`src/rtl/debounce_sync.sv`:
```
// debounce_sync: N-stage synchronizer + counter debounce filter with registered rise/fall pulses.
// Latency: din change sampled at edge 1 reaches dout at edge SYNC_STAGES+STABLE_CYCLES.
// Backpressure: none (level-in/level-out); DEBOUNCE_TOGGLE_EN adds a push-on/push-off `toggle` output.
module debounce_sync #(
  parameter int SYNC_STAGES   = 2,
  parameter int STABLE_CYCLES = 4
) (
  input  logic clk,
  input  logic rst,
  input  logic din,
  output logic dout,
  output logic rise,
  output logic fall,
`ifdef DEBOUNCE_TOGGLE_EN
  output logic busy,
  output logic toggle
`else
  output logic busy
`endif
);

  localparam int CNT_W = $clog2(STABLE_CYCLES + 1);
  localparam logic [CNT_W-1:0] CNT_LAST = CNT_W'(STABLE_CYCLES - 1);

  typedef enum logic {
    IDLE  = 1'b0,
    COUNT = 1'b1
  } state_t;

  state_t                 state;
  state_t                 state_n;
  logic [CNT_W-1:0]       cnt;
  logic [CNT_W-1:0]       cnt_n;
  logic                   dout_n;
  logic                   rise_n;
  logic                   fall_n;
  logic [SYNC_STAGES-1:0] sync_ff;
  logic                   sync_q;
  logic                   mismatch;

  always_ff @(posedge clk) begin
    if (rst) begin
      sync_ff <= '0;
    end else begin
      sync_ff <= {sync_ff[SYNC_STAGES-2:0], din};
    end
  end

  assign sync_q   = sync_ff[SYNC_STAGES-1];
  assign mismatch = sync_q ^ dout;

  // A flip loads the synchronized level and fires exactly one of rise/fall.
  always_comb begin
    state_n = state;
    cnt_n   = cnt;
    dout_n  = dout;
    rise_n  = 1'b0;
    fall_n  = 1'b0;
    case (state)
      IDLE: begin
        if (!mismatch) begin
          cnt_n = '0;
        end else if (STABLE_CYCLES == 1) begin
          dout_n  = sync_q;
          rise_n  = sync_q;
          fall_n  = ~sync_q;
          cnt_n   = '0;
          state_n = IDLE;
        end else begin
          cnt_n   = CNT_W'(1);
          state_n = COUNT;
        end
      end
      COUNT: begin
        if (!mismatch) begin
          cnt_n   = '0;
          state_n = IDLE;
        end else if (cnt == CNT_LAST) begin
          dout_n  = sync_q;
          rise_n  = sync_q;
          fall_n  = ~sync_q;
          cnt_n   = '0;
          state_n = IDLE;
        end else begin
          cnt_n = cnt + CNT_W'(1);
        end
      end
      default: begin
        cnt_n   = '0;
        state_n = IDLE;
      end
    endcase
  end

  always_ff @(posedge clk) begin
    if (rst) begin
      state <= IDLE;
      cnt   <= '0;
      dout  <= 1'b0;
      rise  <= 1'b0;
      fall  <= 1'b0;
      busy  <= 1'b0;
    end else begin
      state <= state_n;
      cnt   <= cnt_n;
      dout  <= dout_n;
      rise  <= rise_n;
      fall  <= fall_n;
      busy  <= (state_n == COUNT);
    end
  end

`ifdef DEBOUNCE_TOGGLE_EN
  // Toggles on the edge after the rise pulse, so it trails dout by one cycle.
  always_ff @(posedge clk) begin
    if (rst) begin
      toggle <= 1'b0;
    end else begin
      toggle <= toggle ^ rise;
    end
  end
`endif

endmodule

```
`config.mk`:
```
export PLATFORM = sky130hd
export DESIGN_NAME = debounce_sync
export DESIGN_NICKNAME = d
export VERILOG_FILES = /design/src/rtl/debounce_sync.sv
export SDC_FILE = /design/constraint.sdc
export NUM_CORES = 1
export LEC_CHECK = 0
export CAP_MARGIN = 15
export CORE_AREA = 2 2 39 41
export DETAILED_ROUTE_END_ITERATION = 7
export DIE_AREA = 0 0 41 43
export SLEW_MARGIN = 10
export SYNTH_ARGS = -nofsm -noshare
export SYNTH_HDL_FRONTEND = slang
export SYNTH_SLANG_ARGS = --single-unit
```
`constraint.sdc`:
```
create_clock -name clk -period 1.6 [get_ports clk]
set_input_delay 0.32 -clock clk [delete_from_list [all_inputs] [get_ports clk]]
set_output_delay 0.32 -clock clk [all_outputs]
set_load 0.02 [all_outputs]
```
Word-level counts from Yosys, hierarchy flattened
Index checks and enable logic that the tools add are counted.
{"block": "totals", "register_bits": 9, "in_bits": 3, "output_inout_bits": 4, "wordCells": 23}
{"block": "classes", "add_sub_neg": 1, "n_eq_ne": 1, "mux": 8, "n_bitwise": 5, "n_reduce_logical": 2}
{"operator": "3-bit two-way mux", "n": 2}
{"operator": "3-bit one-hot mux with 2 select lines", "n": 1}
{"operator": "1-bit two-way mux", "n": 4}
{"operator": "1-bit NOT", "n": 4}
{"operator": "4-bit OR reduction", "n": 1}
{"operator": "3-bit by 1-bit adder with 3-bit output, second input constant", "n": 1}
{"operator": "3-bit by 2-bit equality test with 1-bit output, second input constant", "n": 1}
{"operator": "3-bit AND reduction", "n": 1}
{"operator": "1-bit one-hot mux with 2 select lines", "n": 1}
{"operator": "1-bit bitwise XOR", "n": 1}

Depth between registers and ports, before layout
Gate-level depths: netlist of the first run.
{"block": "depth", "word_depth": 4, "ltp_mapped": 4, "depth_no_buf": 4}

Worst setup path after synthesis of the first run
No wires, ideal clock.
{"block": "synth_path", "path_type": "register to register", "start": "register cnt[0]", "end": "register cnt[1]", "t_arrival_ps": 1062, "t_required_ps": 1513, "slack_ps": 450, "stages_incl_launch_ff": 5, "path_buffers": 0, "synth_period_minus_slack_ps": 1150, "path_cell_list": "dfxtp_1 ha_1 ha_1 nand2b_1 nor4b_2"}
{"block": "synth_between", "elab_chain_len": 4, "elab_cells_between_ends": 5, "classes_between": "1 x add/sub; 1 x eq/ne; 3 x mux"}
{"element": "start, declared", "line": "32", "text": "logic [CNT_W-1:0] cnt;"}
{"element": "start signal, assigned", "line": "105", "text": "cnt <= cnt_n;"}
{"element": "3-bit by 1-bit adder with 3-bit output or 3-bit by 2-bit equality test with 1-bit output (tied branches)", "line": "85, 78"}
{"element": "3-bit two-way mux *", "line": "78", "text": "end else if (cnt == CNT_LAST) begin"}
{"element": "3-bit two-way mux *", "line": "75", "text": "if (!mismatch) begin"}
{"element": "3-bit one-hot mux with 2 select lines *", "line": "59", "text": "case (state)"}
Every way passes the cells marked *; elsewhere a longest branch is shown, timed or not.
A chain may end at the register's enable or synchronous reset.

Final worst setup path of the first run
{"block": "layout_path", "start": "register fall", "end": "output port fall"}
{"element": "start, declared", "line": "13", "text": "output logic fall,"}
{"element": "start signal, assigned", "line": "108", "text": "fall <= fall_n;"}
No word-level cell between the ends.

==> results of run 1 <==
==> path summary, 6_finish.rpt <==
kind | startpoint | endpoint | slack, ns
max | fall | fall | 0.12
min | sync_ff[0] | sync_ff[1] | 0.44
max reg2reg | cnt[0] | cnt[1] | 0.36
min reg2reg | sync_ff[0] | sync_ff[1] | 0.44
==> flip-flops by register name, indices dropped and copies added (netlist names) <==
signal / cells
sync_ff: 2
cnt: 3
dout: 1
rise: 1
state: 1
fall: 1
==> through the flow <==
| stage | hold WS [ns] | cells | cell area, sq um | total power (uW) |
|---|---|---|---|---|
| 2_1_floorplan | 0.414 | 28 | 323 | 244 |
| 3_3_place_gp | 0.419 | 49 | 399 | 251 |
| 3_5_place_dp | 0.425 | 49 | 399 | 251 |
| 4_1_cts | 0.439 | 53 | 423 | 430 |
| 5_1_grt | 0.466 | 53 | 423 | 443 |
| 6_report | 0.437 | 53 | 423 | 422 |
==> logic make-up after synthesis <==
family | count (synthesis) | synth area share
DFF | 9 | 0.558
AOI/OAI and AO/OA | 4 | 0.0930
buffers and inverters | 2 | 0.0232
and+or+nand+nor | 10 | 0.221
xor gates and xnor gates | 1 | 0.0271
adders and majority gates | 2 | 0.0775
==> what timing repair did <==
action | in CTS | in global routing
hold buffers | 0 | 0
setup buffers | 0 | 0
resized for setup | 2 | 0
setup endpoints to repair | 2 | 0
==> metal layers <==
layer  wire length, um  part of all wire  GRT usage
met5                 0                 0          0
met4                 0                 0      0.100
met3                36             0.072     0.0314
met2               233              0.47     0.0938
met1               231              0.46     0.0939
==> layout by cell type (no fill, tap or decap) <==
| cell type | count |
|---|---|
| a21bo_2 | 1 |
| xnor2_1 | 1 |
| nor4_1 | 1 |
| clkbuf_4 | 3 |
| clkbuf_1 | 1 |
| nand3_1 | 1 |
| nand2b_1 | 1 |
| inv_1 | 1 |
| clkdlybuf4s50_1 | 4 |
| ha_1 | 2 |
| dfxtp_1 | 9 |
| dlygate4sd2_1 | 2 |
| nor2b_1 | 2 |
| nor4b_2 | 1 |
| nor3_1 | 1 |
| o21a_1 | 1 |
| nor4b_1 | 2 |
| a21oi_1 | 1 |
| nand2_1 | 1 |
| a211oi_1 | 1 |
==> cell type report <==
type                    instances  area (sq um)  share of cell area
multi-input cells              17           135               0.320
clock buffers                   4          26.3              0.0621
flip-flops and latches          9           180               0.426
repair buffers                  6          57.6               0.136
well taps                      16          20.0              0.0473
inverters                       1          3.75             0.00888
==> power by group <==
part	switching (uW)	internal, uW	leakage, uW
Sequential	2.84	228	0.0000731
Combinational	6.97	8.08	0.0000661
Clock	80.4	96.2	0.0000150
==> qor.yml, run 1 <==
sta:
  setup_slack_ns: 0.122
  fin_skew_ns: 0.00228
  hold_violations: 0
  maxSlewHeadroom: 0.744
  period_needed_ns: 1.48
  setup_violations: 0
  period_share: 0.924
  tightest_slew_ns: 0.381
  finalSetupTns_ns: 0
  timing.fmax_mhz: 676
  grt_setup_unrepaired: "false"
  slew_violations: 0
global_route:
  grt_max_degree: 10
  overflow: 0
  grt_use_total: 0.0805
  antenna_found_initial: 0
  grt_pass1_vias: 215
  grt_pass1_wl_um: 869
cts:
  cts_buffers: 3
  clock_sinks: 9
  cts_max_level: 1
  path_clk_slew_ns: 0.06
  clk-insertion-delay-late_ns: 0.26
  clockBufferDepth: 2
  cts_tree: "done"
  clockRootBuffer: "clkbuf_4"
synth:
  seq_area_frac_synth: 0.558
  ys_types: 17
  synthDominantCellAreaShare: 0.558
  async_flop_share: 0
  synth_edf_count: 0
  syn-instance-count: 28
  synth_commonest_cells: "dfxtp_1 (9), ha_1 (2), nor2b_1 (2), nor4b_1 (2)"
  synthTopCellsByArea: "dfxtp_1 (56%), ha_1 (7.8%), nor4b_1 (5.4%)"
  synth-warning-count: 0
  synth_area_sq_um: 323
  synth_nets: 33
  post-synth-top-count-cell: "dfxtp_1"
  syn_area_per_cell_sq_um: 11.5
  ys.flop_type: "dfxtp_1"
  ys_ff_latch: 9
  synth_largest_area_cell: "dfxtp_1"
layout:
  final_core_util: 0.306
  nFillCells: 147
  area_growth_pct: 31.0
  diodes: 0
  drive_gt1_frac: 0.135
  layout.nets: 43
floorplan:
  boundaryPins: 7
  core_area_sq_um: 1380
  rows: 14
  dieHeight_um: 43
  start_util: 0.233
  dieArea_sq_um: 1760
  die_w_um: 41
power:
  peakVddDrop_uv: 457
  power.leakage_uw: 0.000154
  p_per_area_nw_per_um2: 998
critical_path:
  required_ns: 1.28
  cp_top_family: "buffers and inverters"
  cp.arrival_ns: 1.16
  cp_cell_sequence: "clkdlybuf4s50_1"
  ff2ff_path_depth: 4
  worst_setup_path_start_kind: "flip-flop"
  slowest_stage: "clkdlybuf4s50_1"
  path_class: "reg2out"
  max_stage_delay_ns: 0.59
  worstSetupPathDepth: 1
  path_buf_inv: 1
  endpoint_kind: "primary output"
  path_max_fanout: 1
placed_design:
  post-place-ws_ns: 0.228
  finalWeightedCongestion: 0.617
  port_buffers: 6
route:
  ant_nets: 0
  drt_iter0_drc: 4
  dr_total_vias: 223
  routedWlPerCell_um: 9.45
  via_per_inst: 4.21
  drtPass1Iterations: 4
  routed_wl_um: 501
  drc_errors: 0
flow_run:
  max_cap_viol_count: 0
status:
  status: "completed"
min_path:
  holdPathStages: 1
  min_path_type: "reg2reg"
(Power assumes the default switching activity.)
==> run 2, diff against run 1 <==
Settings changed: SLEW_MARGIN 10 to unset.
Clock period 1.6 ns to 1.4 ns, I/O delays scaled along.
==> run 2 against run 1 <==
  * Wire length shrank 6.4%
  * Clock skew shrank 0.0011 ns
  * Cell area grew 1.2%
  * Register-to-register slack lost 0.18 ns
  * Largest cell class unchanged
  * Largest power group unchanged
  * Highest routed layer is now met4
==> qor.yml, run 2 (synthesized netlist as in run 1, its figures left out) <==
critical_path:
  r2r_slack_ns: 0.18  # -0.18 ns
  cp.arrival_ns: 1.00  # -0.16 ns
  path_buf_inv: 1  # unchanged
  worst_setup_path_start_kind: "flip-flop"
  r2r_end: "cnt[1]"
  cp_cell_sequence: "dlygate4sd2_1"
  path_max_fanout: 5  # +4
  required_ns: 1.12  # -0.16 ns
  reg2reg_from: "cnt[0]"
  cp_top_family: "flip-flops"
  path_class: "reg2out"
  max_stage_delay_ns: 0.39  # -0.20 ns
  ff2ff_path_depth: 4  # unchanged
  slowest_stage: "dfxtp_1"
  endpoint_kind: "primary output"
layout:
  area_growth_pct: 32.6
  drive_gt1_frac: 0.158  # +0.0228
  diodes: 0  # unchanged
  nFillCells: 149  # +1.4%
  mostFrequentLayoutCells: "dfxtp_1 (9), dlygate4sd2_1 (4), clkbuf_4 (3)"
  layout.nets: 44  # +2.3%
  reg_top3: "cnt (3), sync_ff (2)"
  regMostFlops: "cnt"
  largest_reg_flops: 3  # unchanged
  final_common_cell: "dfxtp_1"
sta:
  setup_violations: 0  # unchanged
  period_share: 0.917
  finalSetupTns_ns: 0  # unchanged
  grt_setup_unrepaired: "false"
  maxSlewHeadroom: 0.752  # +0.00805
  slew_violations: 0  # unchanged
  hold_violations: 0  # unchanged
  setup_slack_ns: 0.116  # -0.00563 ns
  period_needed_ns: 1.28
  tightest_slew_ns: 0.369  # -0.0120 ns
  timing.fmax_mhz: 779
  fin_skew_ns: 0.00116  # -0.00111 ns
route:
  ant_nets: 0  # unchanged
  dr_wl_met2_um: 178  # -24%
  drc_errors: 0  # unchanged
  wl_met3_um: 42  # +17%
  routed_wl_um: 469  # -6.4%
  via_per_inst: 4.22  # +0.35%
  dr_total_vias: 228  # +2.2%
  m1WireLength_um: 229  # -0.87%
  highest_layer: "met4"
  routedWlPerCell_um: 8.69  # -8.1%
  drtPass1Iterations: 2  # -2
  drt_iter0_drc: 2  # -2
cts:
  path_clk_slew_ns: 0.06  # about the same
  clk-insertion-delay-late_ns: 0.26  # about the same
  cts_max_level: 1  # unchanged
  cts_tree: "done"
  clockRootBuffer: "clkbuf_4"
  cts_buffers: 3  # unchanged
  clockBufferDepth: 2  # unchanged
  clock_sinks: 9  # unchanged
  cts_setup_buffers: 0  # unchanged
floorplan:
  rows: 14  # unchanged
  start_util: 0.233  # unchanged
  boundaryPins: 7  # unchanged
  die_w_um: 41  # unchanged
  dieArea_sq_um: 1760  # unchanged
  core_area_sq_um: 1380  # unchanged
  dieHeight_um: 43  # unchanged
global_route:
  grt_pass1_vias: 194  # -9.8%
  grt_max_degree: 10  # unchanged
  antenna_found_initial: 0  # unchanged
  overflow: 0  # unchanged
  grt_pass1_wl_um: 814  # -6.3%
  grt_use_total: 0.0758  # -0.00465
placed_design:
  post-place-ws_ns: 0.120  # -0.108 ns
  hpwl_um: 327
  port_buffers: 6  # unchanged
  finalWeightedCongestion: 0.641  # +3.7%
min_path:
  min_from: "sync_ff[0]"
  holdPathStages: 1  # unchanged
  min_path_type: "reg2reg"
  hold_end: "sync_ff[1]"
flow_run:
  max_cap_viol_count: 0  # unchanged
power:
  power.leakage_uw: 0.000169  # +9.8%
  peakVddDrop_uv: 490  # +7.2%
  p_per_area_nw_per_um2: 1130  # +14%
status:
  status: "completed"
run 2: changes by cell type in the layout (fill, tap and decap cells not counted), sizes merged:
cell / delta
clkdlybuf4s50: -2
buf: +1
dlygate4sd2: +2
run 2: worst max-delay path by stage:
| stage | cells after the start | endpoint | startpoint |
|---|---|---|---|
| finish | 1 | dout | dout |
| CTS | 1 | dout | dout |
| global route | 4 | cnt[2] | cnt[0] |
| detailed placement | 2 | rise | rst |
| floorplan | 4 | cnt[1] | cnt[0] |
| global placement | 2 | rise | rst |
run 2: power by group:
group          switching [uW]  internal (uW)  leakage (uW)
sequential               2.42            260     0.0000731
combinational            8.93           10.2     0.0000812
clock                    93.2            110     0.0000150
run 2: per-stage QoR:
stage | power (uW) | utilization | area [sq um] | hold slack (ns) | instances
3_5_place_dp | 288 | 0.294 | 407 | 0.439 | 50
4_1_cts | 493 | 0.309 | 428 | 0.453 | 54
5_1_grt | 509 | 0.309 | 428 | 0.482 | 54
3_3_place_gp | 289 | 0.294 | 407 | 0.439 | 50
2_1_floorplan | 279 | - | 323 | 0.408 | 28
6_report | 485 | 0.309 | 428 | 0.449 | 54
run 2: layer usage:
layer	GRT usage	vias up
li1	-	119
met4	0.0800	0
met2	0.0688	8
met3	0.0471	2
met5	0	-
met1	0.105	99
run 2: timing repair:
action | in CTS | in global routing
setup endpoints to repair | 4 | 0
resized for setup | 4 | 0
hold buffers | 0 | 0
run 2: final cells by class:
type | instances | area [sq um] | share of cell area
Clock buffer | 4 | 26.3 | 0.0614
Inverter | 1 | 3.75 | 0.00877
Multi-Input combinational cell | 17 | 135 | 0.316
Sequential cell | 9 | 180 | 0.421
Tap cell | 16 | 20.0 | 0.0468
Timing Repair Buffer | 7 | 62.6 | 0.146
